**src/rtl/control_sequencer_pkg.sv**
```systemverilog
// Shared definitions for the hardwired control sequencer: state codes,
// opcode and ALU operation constants, and the decoded instruction class.
package control_sequencer_pkg;

  typedef enum logic [3:0] {
    S_IDLE = 4'd0,
    S_T0   = 4'd1,
    S_T1   = 4'd2,
    S_T2   = 4'd3,
    S_T3   = 4'd4,
    S_T4   = 4'd5,
    S_T5   = 4'd6,
    S_T6   = 4'd7,
    S_T7   = 4'd8,
    S_HALT = 4'd9
  } state_t;

  typedef enum logic [3:0] {
    C_LD, C_LDI, C_ST, C_ADDI, C_ANDI, C_ORI, C_NOP, C_HALT, C_ILL
  } iclass_t;

  localparam logic [4:0] OP_LD   = 5'b00000;
  localparam logic [4:0] OP_LDI  = 5'b00001;
  localparam logic [4:0] OP_ST   = 5'b00010;
  localparam logic [4:0] OP_ADDI = 5'b01100;
  localparam logic [4:0] OP_ANDI = 5'b01101;
  localparam logic [4:0] OP_ORI  = 5'b01110;
  localparam logic [4:0] OP_NOP  = 5'b11010;
  localparam logic [4:0] OP_HALT = 5'b11011;

  // ALU operation codes, shared with the ALU
  localparam logic [3:0] ALU_AND = 4'd0;
  localparam logic [3:0] ALU_OR  = 4'd1;
  localparam logic [3:0] ALU_ADD = 4'd2;

  // ALU operation used in T4: immediate logic ops pick their own, all else adds
  function automatic logic [3:0] alu_code(input iclass_t c);
    case (c)
      C_ANDI:  return ALU_AND;
      C_ORI:   return ALU_OR;
      default: return ALU_ADD;
    endcase
  endfunction

endpackage

```
**src/rtl/control_sequencer_mem_wait_timer.sv**
```systemverilog
// Counts cycles spent in a memory-wait state; timeout is high in the
// LIMIT-th cycle of the wait. LIMIT=0 disables the timeout entirely.
module mem_wait_timer #(
  parameter int LIMIT = 0
) (
  input  logic clk,
  input  logic reset_n,
  input  logic en,
  input  logic clr,
  output logic timeout
);
  localparam int CW = (LIMIT > 1) ? $clog2(LIMIT) : 1;

  logic [CW-1:0] cnt_q, cnt_d;

  // clear has priority so a fresh state always starts counting from zero
  always_comb begin
    cnt_d = cnt_q;
    if (clr)     cnt_d = '0;
    else if (en) cnt_d = cnt_q + 1'b1;
  end

  // cycle counter register
  always_ff @(posedge clk or negedge reset_n) begin
    if (!reset_n) cnt_q <= '0;
    else          cnt_q <= cnt_d;
  end

  // count only advances in wait states, so it reaches LIMIT-1 nowhere else
  assign timeout = (LIMIT > 0) && (cnt_q == CW'(LIMIT - 1));

endmodule

```
**src/rtl/control_sequencer.sv**
```systemverilog
// Hardwired control unit for the datapath: fetch plus ld/ldi/st/addi/andi/
// ori/nop/halt execute sequences, memory-ready stalls with optional
// timeout, and a retired-instruction counter.
module control_sequencer
  import control_sequencer_pkg::*;
#(
  parameter int OPCODE_W    = 5,
  parameter int ALU_OP_W    = 4,
  parameter int MEM_TIMEOUT = 0,
  parameter int CNT_W       = 16
) (
  input  logic                clk,
  input  logic                reset_n,
  input  logic                run,
  input  logic                mem_ready,
  input  logic [31:0]         ir,
  output logic                pc_out,
  output logic                mar_in,
  output logic                inc_pc,
  output logic                z_in,
  output logic                z_low_out,
  output logic                pc_in,
  output logic                read,
  output logic                write,
  output logic                mdr_in,
  output logic                mdr_out,
  output logic                ir_in,
  output logic                y_in,
  output logic                c_out,
  output logic                gra,
  output logic                grb,
  output logic                r_in,
  output logic                r_out,
  output logic                ba_out,
  output logic [ALU_OP_W-1:0] alu_op,
  output logic [3:0]          t_state,
  output logic                illegal_op,
  output logic                mem_fault,
  output logic                halted,
  output logic [CNT_W-1:0]    retired
);

  state_t              state_q, state_d;
  logic                first_q, first_d;
  logic                fault_q, fault_d;
  logic [CNT_W-1:0]    retired_q, retired_d;
  logic                mem_wait, retire, timeout;
  logic [3:0]          alu_sel;
  logic [OPCODE_W-1:0] opc;
  iclass_t             cls;
  logic                unused_ir;

  assign opc       = ir[31 -: OPCODE_W];
  assign unused_ir = ^ir[31-OPCODE_W:0];

  // opcode decode into instruction class; anything unlisted is illegal
  always_comb begin
    cls = C_ILL;
    if      (opc == OPCODE_W'(OP_LD))   cls = C_LD;
    else if (opc == OPCODE_W'(OP_LDI))  cls = C_LDI;
    else if (opc == OPCODE_W'(OP_ST))   cls = C_ST;
    else if (opc == OPCODE_W'(OP_ADDI)) cls = C_ADDI;
    else if (opc == OPCODE_W'(OP_ANDI)) cls = C_ANDI;
    else if (opc == OPCODE_W'(OP_ORI))  cls = C_ORI;
    else if (opc == OPCODE_W'(OP_NOP))  cls = C_NOP;
    else if (opc == OPCODE_W'(OP_HALT)) cls = C_HALT;
  end

  mem_wait_timer #(.LIMIT(MEM_TIMEOUT)) u_timer (
    .clk     (clk),
    .reset_n (reset_n),
    .en      (mem_wait),
    .clr     (first_d),
    .timeout (timeout)
  );

  // next state and Moore control decode from state plus opcode class
  always_comb begin
    state_d    = state_q;
    fault_d    = fault_q;
    retire     = 1'b0;
    mem_wait   = 1'b0;
    alu_sel    = ALU_AND;
    pc_out     = 1'b0;  mar_in  = 1'b0;  inc_pc = 1'b0;  z_in  = 1'b0;
    z_low_out  = 1'b0;  pc_in   = 1'b0;  read   = 1'b0;  write = 1'b0;
    mdr_in     = 1'b0;  mdr_out = 1'b0;  ir_in  = 1'b0;  y_in  = 1'b0;
    c_out      = 1'b0;  gra     = 1'b0;  grb    = 1'b0;  r_in  = 1'b0;
    r_out      = 1'b0;  ba_out  = 1'b0;
    illegal_op = 1'b0;
    halted     = 1'b0;
    case (state_q)
      S_IDLE: if (run) state_d = S_T0;
      S_T0: begin
        pc_out = 1'b1; mar_in = 1'b1; inc_pc = 1'b1; z_in = 1'b1;
        alu_sel = ALU_ADD;
        state_d = S_T1;
      end
      S_T1: begin
        // pc_in only on entry so a stalled fetch doesn't reload PC repeatedly
        z_low_out = 1'b1; pc_in = first_q; read = 1'b1; mdr_in = 1'b1;
        mem_wait  = 1'b1;
        if (mem_ready)    state_d = S_T2;
        else if (timeout) begin state_d = S_HALT; fault_d = 1'b1; end
      end
      S_T2: begin
        mdr_out = 1'b1; ir_in = 1'b1;
        state_d = S_T3;
      end
      S_T3: begin
        case (cls)
          C_LD, C_LDI, C_ST: begin
            grb = 1'b1; ba_out = 1'b1; y_in = 1'b1; state_d = S_T4;
          end
          C_ADDI, C_ANDI, C_ORI: begin
            grb = 1'b1; r_out = 1'b1; y_in = 1'b1; state_d = S_T4;
          end
          C_HALT:  state_d = S_HALT;
          C_NOP:   retire = 1'b1;
          default: begin illegal_op = 1'b1; retire = 1'b1; end
        endcase
      end
      S_T4: begin
        c_out = 1'b1; z_in = 1'b1; alu_sel = alu_code(cls);
        state_d = S_T5;
      end
      S_T5: begin
        z_low_out = 1'b1;
        if (cls == C_LD || cls == C_ST) begin
          mar_in = 1'b1; state_d = S_T6;
        end else begin
          gra = 1'b1; r_in = 1'b1; retire = 1'b1;
        end
      end
      S_T6: begin
        if (cls == C_ST) begin
          gra = 1'b1; r_out = 1'b1; mdr_in = 1'b1; state_d = S_T7;
        end else begin
          read = 1'b1; mdr_in = 1'b1; mem_wait = 1'b1;
          if (mem_ready)    state_d = S_T7;
          else if (timeout) begin state_d = S_HALT; fault_d = 1'b1; end
        end
      end
      S_T7: begin
        if (cls == C_ST) begin
          write = 1'b1; mem_wait = 1'b1;
          if (mem_ready)    retire = 1'b1;
          else if (timeout) begin state_d = S_HALT; fault_d = 1'b1; end
        end else begin
          mdr_out = 1'b1; gra = 1'b1; r_in = 1'b1; retire = 1'b1;
        end
      end
      S_HALT:  halted = 1'b1;
      default: state_d = S_IDLE;
    endcase
    // run is only looked at on the instruction boundary
    if (retire) state_d = run ? S_T0 : S_IDLE;
  end

  // state-entry flag and retired counter next values
  always_comb begin
    first_d   = (state_d != state_q);
    retired_d = retired_q + CNT_W'(retire);
  end

  // sequencer registers; reset returns everything to IDLE with outputs low
  always_ff @(posedge clk or negedge reset_n) begin
    if (!reset_n) begin
      state_q   <= S_IDLE;
      first_q   <= 1'b1;
      fault_q   <= 1'b0;
      retired_q <= '0;
    end else begin
      state_q   <= state_d;
      first_q   <= first_d;
      fault_q   <= fault_d;
      retired_q <= retired_d;
    end
  end

  assign alu_op    = ALU_OP_W'(alu_sel);
  assign t_state   = state_q;
  assign mem_fault = fault_q;
  assign retired   = retired_q;

endmodule

```
**config.mk**
```make
export PLATFORM = sky130hd
export DESIGN_NAME = control_sequencer
export DESIGN_NICKNAME = d
export VERILOG_FILES = /design/src/rtl/control_sequencer_pkg.sv /design/src/rtl/control_sequencer_mem_wait_timer.sv /design/src/rtl/control_sequencer.sv
export SDC_FILE = /design/constraint.sdc
export NUM_CORES = 1
export LEC_CHECK = 0
export CAP_MARGIN = 15
export CORE_UTILIZATION = 36
export DETAILED_ROUTE_END_ITERATION = 10
export PLACE_DENSITY = 0.8
export SETUP_SLACK_MARGIN = 0.15
export SYNTH_ARGS = -nofsm -noshare
export SYNTH_HDL_FRONTEND = slang
export SYNTH_HIERARCHICAL = 1
export SYNTH_SLANG_ARGS = --single-unit
```
**constraint.sdc**
```tcl
create_clock -name clk -period 2.7 [get_ports clk]
set_input_delay 0.81 -clock clk [delete_from_list [all_inputs] [get_ports clk]]
set_output_delay 0.81 -clock clk [all_outputs]
set_load 0.005 [all_outputs]
```
# Word level (Yosys, flattened, before mapping)
# Index checks and enable logic that the tools add are counted.
classes:
  addsub: 1
  n_mul: 0
  n_div: 0
  n_lt_le_gt_ge: 0
  n_eq_ne: 24
  n_shift: 0
  muxes: 49
  bitwise: 0
  n_reduce_logical: 13
op_table:
  columns: ["op", "count"]
  rows:
  - ["4-bit 2-to-1 mux", 14]
  - ["4-bit one-hot mux with 9 select lines", 1]
  - ["4-bit by 3-bit equality test with 1-bit output (second input constant)", 8]
  - ["1-bit 2-to-1 mux", 24]
  - ["16-bit by 1-bit adder with 16-bit output", 1]
  - ["4-bit by 2-bit equality test with 1-bit output (second input constant)", 4]
  - ["5-bit by 4-bit equality test with 1-bit output (second input constant)", 3]
  - ["5-bit equality test (second input constant)", 2]
  - ["1-bit one-hot mux with 2 select lines", 5]
  - ["4-bit by 1-bit equality test with 1-bit output (second input constant)", 2]
  - ["4-bit equality test (second input constant)", 2]
  - ["4-bit zero test", 2]
  - ["2-bit one-hot mux with 2 select lines", 2]
  - ["4-bit one-hot mux with 2 select lines", 1]
  - ["2-bit OR reduction", 4]
  - ["8-bit OR reduction", 1]
  - ["7-bit OR reduction", 1]
  - ["1-bit one-hot mux with 3 select lines", 2]
  - ["3-bit OR reduction", 2]
  - ["6-bit OR reduction", 1]
  - ["5-bit by 1-bit equality test with 1-bit output (second input constant)", 1]
  - ["5-bit by 2-bit equality test with 1-bit output (second input constant)", 1]
  - ["5-bit zero test", 1]
  - ["4-bit != test", 1]
  - ["1-bit logical OR", 1]
word_totals:
  register_bits: 21
  latch_bits: 0
  mem_bits_rw: 0
  romBits: 0
  inputBits: 36
  output_inout_bits: 45
  word_cells: 90
  mem_count: 0

# Logic depth before layout (Yosys ltp)
# Gate-level depths: netlist (run 1).
logic_depth:
  depth_word: 15
  ltp_mapped: 10
  ltp_nobuf: 9

# Modules after synthesis
# Netlist (run 1), hierarchy kept.
modules_own_cells:
  columns: ["module", "instances", "cells_per_inst", "area_each_um2", "seq_area_each_um2"]
  rows:
  - ["control_sequencer", 1, 176, 1531.5, 551.8]
  - ["mem_wait_timer", 1, 2, 11.3, 0.0]

# Worst setup path before layout (run 1)
# Ideal clock, no wire load.
synth_timing:
  kind: "in2reg"
  startpoint: "input ir[27]"
  endpoint: "register retired_q[15], in the netlist retired[15]"
  setup_time_ns: 0.123
  arrival_time_ns: 2.804
  required_time_ns: 2.577
  setup_slack_ns: -0.226
  cell_stages: 10
  n_path_buf: 1
  cell_sequence: "buf_2 > nor4_1 > or4b_2 > o211ai_2 > ha_1 > and3_1 > and2_1 > nor2b_1 > nand3_1 > xnor2_1"
synth_between:
  elab_chain_cells: 14
  word_cells_on_any_way: 30
  classes_between: "add/sub: 1; eq/ne: 13; mux: 12; reduce/logical: 4"
synth_rtl:
  columns: ["item", "line", "rtl"]
  rows:
  - ["start: declaration", "control_sequencer.sv:16", "input logic [31:0] ir,"]
  - ["5-bit equality test", "control_sequencer.sv:66", "else if (opc == OPCODE_W'(OP_HALT)) cls = C_HALT;"]
  - ["4-bit 2-to-1 mux", "control_sequencer.sv:66", null]
  - ["4-bit 2-to-1 mux", "control_sequencer.sv:65", "else if (opc == OPCODE_W'(OP_NOP)) cls = C_NOP;"]
  - ["4-bit 2-to-1 mux", "control_sequencer.sv:64", "else if (opc == OPCODE_W'(OP_ORI)) cls = C_ORI;"]
  - ["4-bit 2-to-1 mux", "control_sequencer.sv:63", "else if (opc == OPCODE_W'(OP_ANDI)) cls = C_ANDI;"]
  - ["4-bit 2-to-1 mux", "control_sequencer.sv:62", "else if (opc == OPCODE_W'(OP_ADDI)) cls = C_ADDI;"]
  - ["4-bit 2-to-1 mux", "control_sequencer.sv:61", "else if (opc == OPCODE_W'(OP_ST)) cls = C_ST;"]
  - ["4-bit 2-to-1 mux", "control_sequencer.sv:60", "else if (opc == OPCODE_W'(OP_LDI)) cls = C_LDI;"]
  - ["4-bit 2-to-1 mux (*)", "control_sequencer.sv:59", "if (opc == OPCODE_W'(OP_LD)) cls = C_LD;"]
  - ["4-bit by 2-bit equality test with 1-bit output (tied with other cells)", "control_sequencer.sv:110, control_sequencer.sv:128, control_sequencer.sv:144", null]
  - ["7-bit OR reduction (no line) / 1-bit logical OR (equally long branches)", null, null]
  - ["1-bit 2-to-1 mux (on tied branches)", "control_sequencer.sv:110, control_sequencer.sv:128", null]
  - ["1-bit one-hot mux with 3 select lines (*)", "control_sequencer.sv:91", "case (state_q)"]
  - ["16-bit by 1-bit adder with 16-bit output (*)", "control_sequencer.sv:162", "retired_d = retired_q + CNT_W'(retire);"]
  - ["net retired_d[15]", "control_sequencer.sv:46", "logic [CNT_W-1:0] retired_q, retired_d;"]
  - ["end signal: assignment", "control_sequencer.sv:176", "retired_q <= retired_d;"]
  - ["end: declaration", "control_sequencer.sv:46", null]
# Mark *: on every way through the listed nets, which the timed path passes. The rest lies on a longest branch.

# Worst setup path after layout (run 1)
layout_timing:
  startpoint: "input ir[29]"
  endpoint: "register first_q"
layout_between:
  elab_chain_cells: 15
  word_cells_on_any_way: 36
  classes_between: "eq/ne: 14; mux: 17; reduce/logical: 5"
layout_rtl:
  columns: ["item", "line", "rtl"]
  rows:
  - ["5-bit equality test", "control_sequencer.sv:66", null]
  - ["4-bit 2-to-1 mux", "control_sequencer.sv:66", null]
  - ["4-bit 2-to-1 mux", "control_sequencer.sv:65", null]
  - ["4-bit 2-to-1 mux", "control_sequencer.sv:64", null]
  - ["4-bit 2-to-1 mux", "control_sequencer.sv:63", null]
  - ["4-bit 2-to-1 mux", "control_sequencer.sv:62", null]
  - ["4-bit 2-to-1 mux", "control_sequencer.sv:61", null]
  - ["4-bit 2-to-1 mux", "control_sequencer.sv:60", null]
  - ["4-bit 2-to-1 mux (*)", "control_sequencer.sv:59", null]
  - ["4-bit by 2-bit equality test with 1-bit output (tied with other cells)", null, null]
  - ["6-bit OR reduction (no line) (tied with other cells)", null, null]
  - ["4-bit one-hot mux with 2 select lines (tied with other cells)", "control_sequencer.sv:110", "case (cls)"]
  - ["4-bit one-hot mux with 9 select lines / 1-bit one-hot mux with 3 select lines (equally long branches)", "control_sequencer.sv:91", null]
  - ["4-bit 2-to-1 mux (*)", "control_sequencer.sv:156", "if (retire) state_d = run ? S_T0 : S_IDLE;"]
  - ["net state_d[0]", "control_sequencer.sv:43", "state_t state_q, state_d;"]
  - ["4-bit != test (*)", "control_sequencer.sv:161", "first_d = (state_d != state_q);"]
  - ["net first_d", "control_sequencer.sv:44", "logic first_q, first_d;"]
  - ["end signal: assignment", "control_sequencer.sv:174", "first_q <= first_d;"]
  - ["end: declaration", "control_sequencer.sv:44", null]
# Marks and branches as above.

==> results.txt, run 1 <==
The total global routing track utilization is 25.8%. The flow ran to the end, but the final reports show violations. TritonCTS built the clock tree.

The initial antenna violation count came out at 0. The critical path in this run is classified as in -> reg. The gate count of the mapped netlist came out at 177.

The logic depth of the worst register-to-register path came out at 13. The aggregate routed wire length is 6660 um. The first-iteration detailed-routing DRC count came out at 137. The leakage power came out at 0.00147 uW. The path type of the worst min-delay path is reg -> reg. In this run the clock root is driven by a sky130_fd_sc_hd__clkbuf_8. The worst setup path is captured at a flip-flop. The max-capacitance violation count is 0. In the finished design, the share of the clock period the worst path needs comes to 105%. Counting instances, the worst hold path has a depth of 1. The data arrival time of the critical path came out at 3.01 ns.

The count of vias placed by the detailed router came out at 1888. The number of global-route vias before repair came out at 1796. Leaving out fill and tap cells, the most frequent cell in the layout is sky130_fd_sc_hd__buf_4.

The layout-stage area growth over the synthesis result came out at 98.2%. The post-route core utilization came out at 75.1%. The net count reported at finish came out at 328.

The worst clock skew came out at 0.00433 ns. The total half-perimeter wirelength after legalization and detailed placement came out at 3410 um. The final worst-path setup slack is -0.136 ns.

The number of gates on the worst path with buffers counted came out at 10. The number of setup violations in the final report came out at 4. STA classifies the critical path startpoint as an input port. The detail-routed net length per standard cell is 19.6 um. The synthesized area divided by synthesized cell count is 8.68 sq um. The full die area is 4530 sq um. The total power per unit cell area came out at 700 nW/um^2.

The fraction of final layout cells sized beyond drive strength 1 is 55.7%. The total of hold buffers inserted after clock tree synthesis came out at 0. The CTS sink count came out at 22.

The hold violation count in the final report is 0. The number of inserted diodes is 0. The upper clock frequency limit came out at 353 MHz. The worst path buffer plus inverter count is 4. The register cell area after layout is 554 sq um.

The clock period minus final worst setup slack is 2.84 ns. Setup repair after global routing could not meet its margin everywhere. The Yosys step of the flow raised 6 warnings. The first global-routing pass estimated 8800 um of wire. For this configuration, the core starts out at a cell density of 37.9%.

The total I/O pin count is 81. In the routed design, unresolved DRC markers number 0. Entering global routing, the biggest net connects 14 pins. The total power came out at 2130 uW. The clock latency at the later pin of the worst-skew pair came out at 0.26 ns.

The number of vias per cell after detailed routing came out at 5.57. The die is 67.3 um wide. The instance count after placement with tap cells included is 305. The cell family contributing the most delay on the critical path is simple AND/OR/NAND/NOR gates. The floorplan step set the die height to 67.3 um. The synthesized cell area came out at 1540 sq um. In this run the core area contains 23 standard-cell rows. The number of port buffers is 51.

The global-route congestion overflow total is 0. In the layout the commonest cells are sky130_fd_sc_hd__buf_4, sky130_fd_sc_hd__clkdlybuf4s50_1, sky130_fd_sc_hd__buf_6. The checks that failed: setup timing. Once layout is complete, the cells apart from fillers number 339. The count of fill cells added during filler insertion came out at 244.

Clock-pin slew was measured on the worst setup and hold paths at 0.08 ns. The first TritonRoute pass finished after 4 iterations. At the end of routability-driven placement, the weighted congestion stood at 0.949.

The deepest clock path buffer count came out at 2. The number of max-slew violations in the final report is 0. The multi-input combinational cell area is 1290 sq um.

The slowest stage of the critical path is the sky130_fd_sc_hd__or4_4 cell. The remaining antenna violation count came out at 0. The number of clock buffers added by TritonCTS is 3.

The peak per-stage delay on the critical path came out at 0.45 ns. The worst-case IR drop observed on VDD is 0.462 mV. STA puts the critical path data required time at 2.87 ns. The total area inside the core boundary comes to 4060 sq um.

The maximum level of the CTS H-tree came out at 1. The largest fanout of any net on the critical path is 6. Walking the worst path, the cells encountered are buf_8, buf_8, or3_4, buf_6, buf_6, o31a_1, a32o_2, or4_4, xnor2_2, nand3_1.
[where the power goes]
group,switching [uW],internal [uW]
sequential,83.4,403
combinational,632,774
clock,110,130
[layout make-up]
class	instances	share of cell area (%)
multi-input combinational	140	42.4
clock buffer	4	1.81
tap	50	2.05
sequential	22	18.2
timing repair buffer	121	35.3
inverter	2	0.247
[worst paths after layout]
| path | slack, ns | startpoint | endpoint |
|---|---|---|---|
| min in group asynchronous | 0.86 | reset_n | retired[9]$_DFF_PN0_ |
| max in group asynchronous | 1.26 | reset_n | t_state[2]$_DFF_PN0_ |
| min | 0.49 | retired[4]$_DFF_PN0_ | retired[4]$_DFF_PN0_ |
| max reg2reg | 0.05 | t_state[0]$_DFF_PN0_ | retired[13]$_DFF_PN0_ |
| min reg2reg | 0.49 | retired[4]$_DFF_PN0_ | retired[4]$_DFF_PN0_ |
| max | -0.14 | ir[29] | first_q$_DFF_PN1_ |
[per-stage QoR]
stage / setup TNS, ns / hold slack, ns / area [sq um] / setup WS, ns
6_report: -0.271 / 0.486 / 3050 / -0.136
5_1_grt: -0.441 / 0.509 / 3050 / -0.135
4_1_cts: -0.161 / 0.495 / 2710 / -0.0525
3_5_place_dp: -17.80 / 0.477 / 2410 / -0.803
3_3_place_gp: -17.05 / 0.452 / 2410 / -0.781
2_1_floorplan: 0 / 0.466 / 1620 / 0.128
[flip-flops by register name (all words and copies together) (netlist names)]
name       cells
t_state        4
first_q        1
retired       16
mem_fault      1
[what timing repair did]
| item | CTS | global route |
|---|---|---|
| pin swaps | 15 | 21 |
| setup endpoints to repair | 36 | 34 |
| resized for setup | 101 | 82 |
| setup buffers | 14 | 16 |
[metal layers]
| metal | vias up | track usage [%] | wire length (um) |
|---|---|---|---|
| met3 | 32 | 2.03 | 586 |
| met2 | 132 | 44.5 | 3150 |
| met5 | - | 0 | 0 |
| met1 | 882 | 33.7 | 2640 |
| met4 | 0 | 8.78 | 284 |
| li1 | 842 | - | - |
Power figures use the tool's default switching activity.
==> inputs of run 2 (changes only) <==
- CAP_MARGIN: 15 -> not set
==> results of run 2 <==
Final layout, timing and power as in run 1 (identical DEF).
==> inputs of run 3 (changes only) <==
- CTS_CLUSTER_DIAMETER: not set -> 40
- SLEW_MARGIN: not set -> 10
==> results of run 3 <==
Final layout, timing and power as in run 1 (identical DEF).
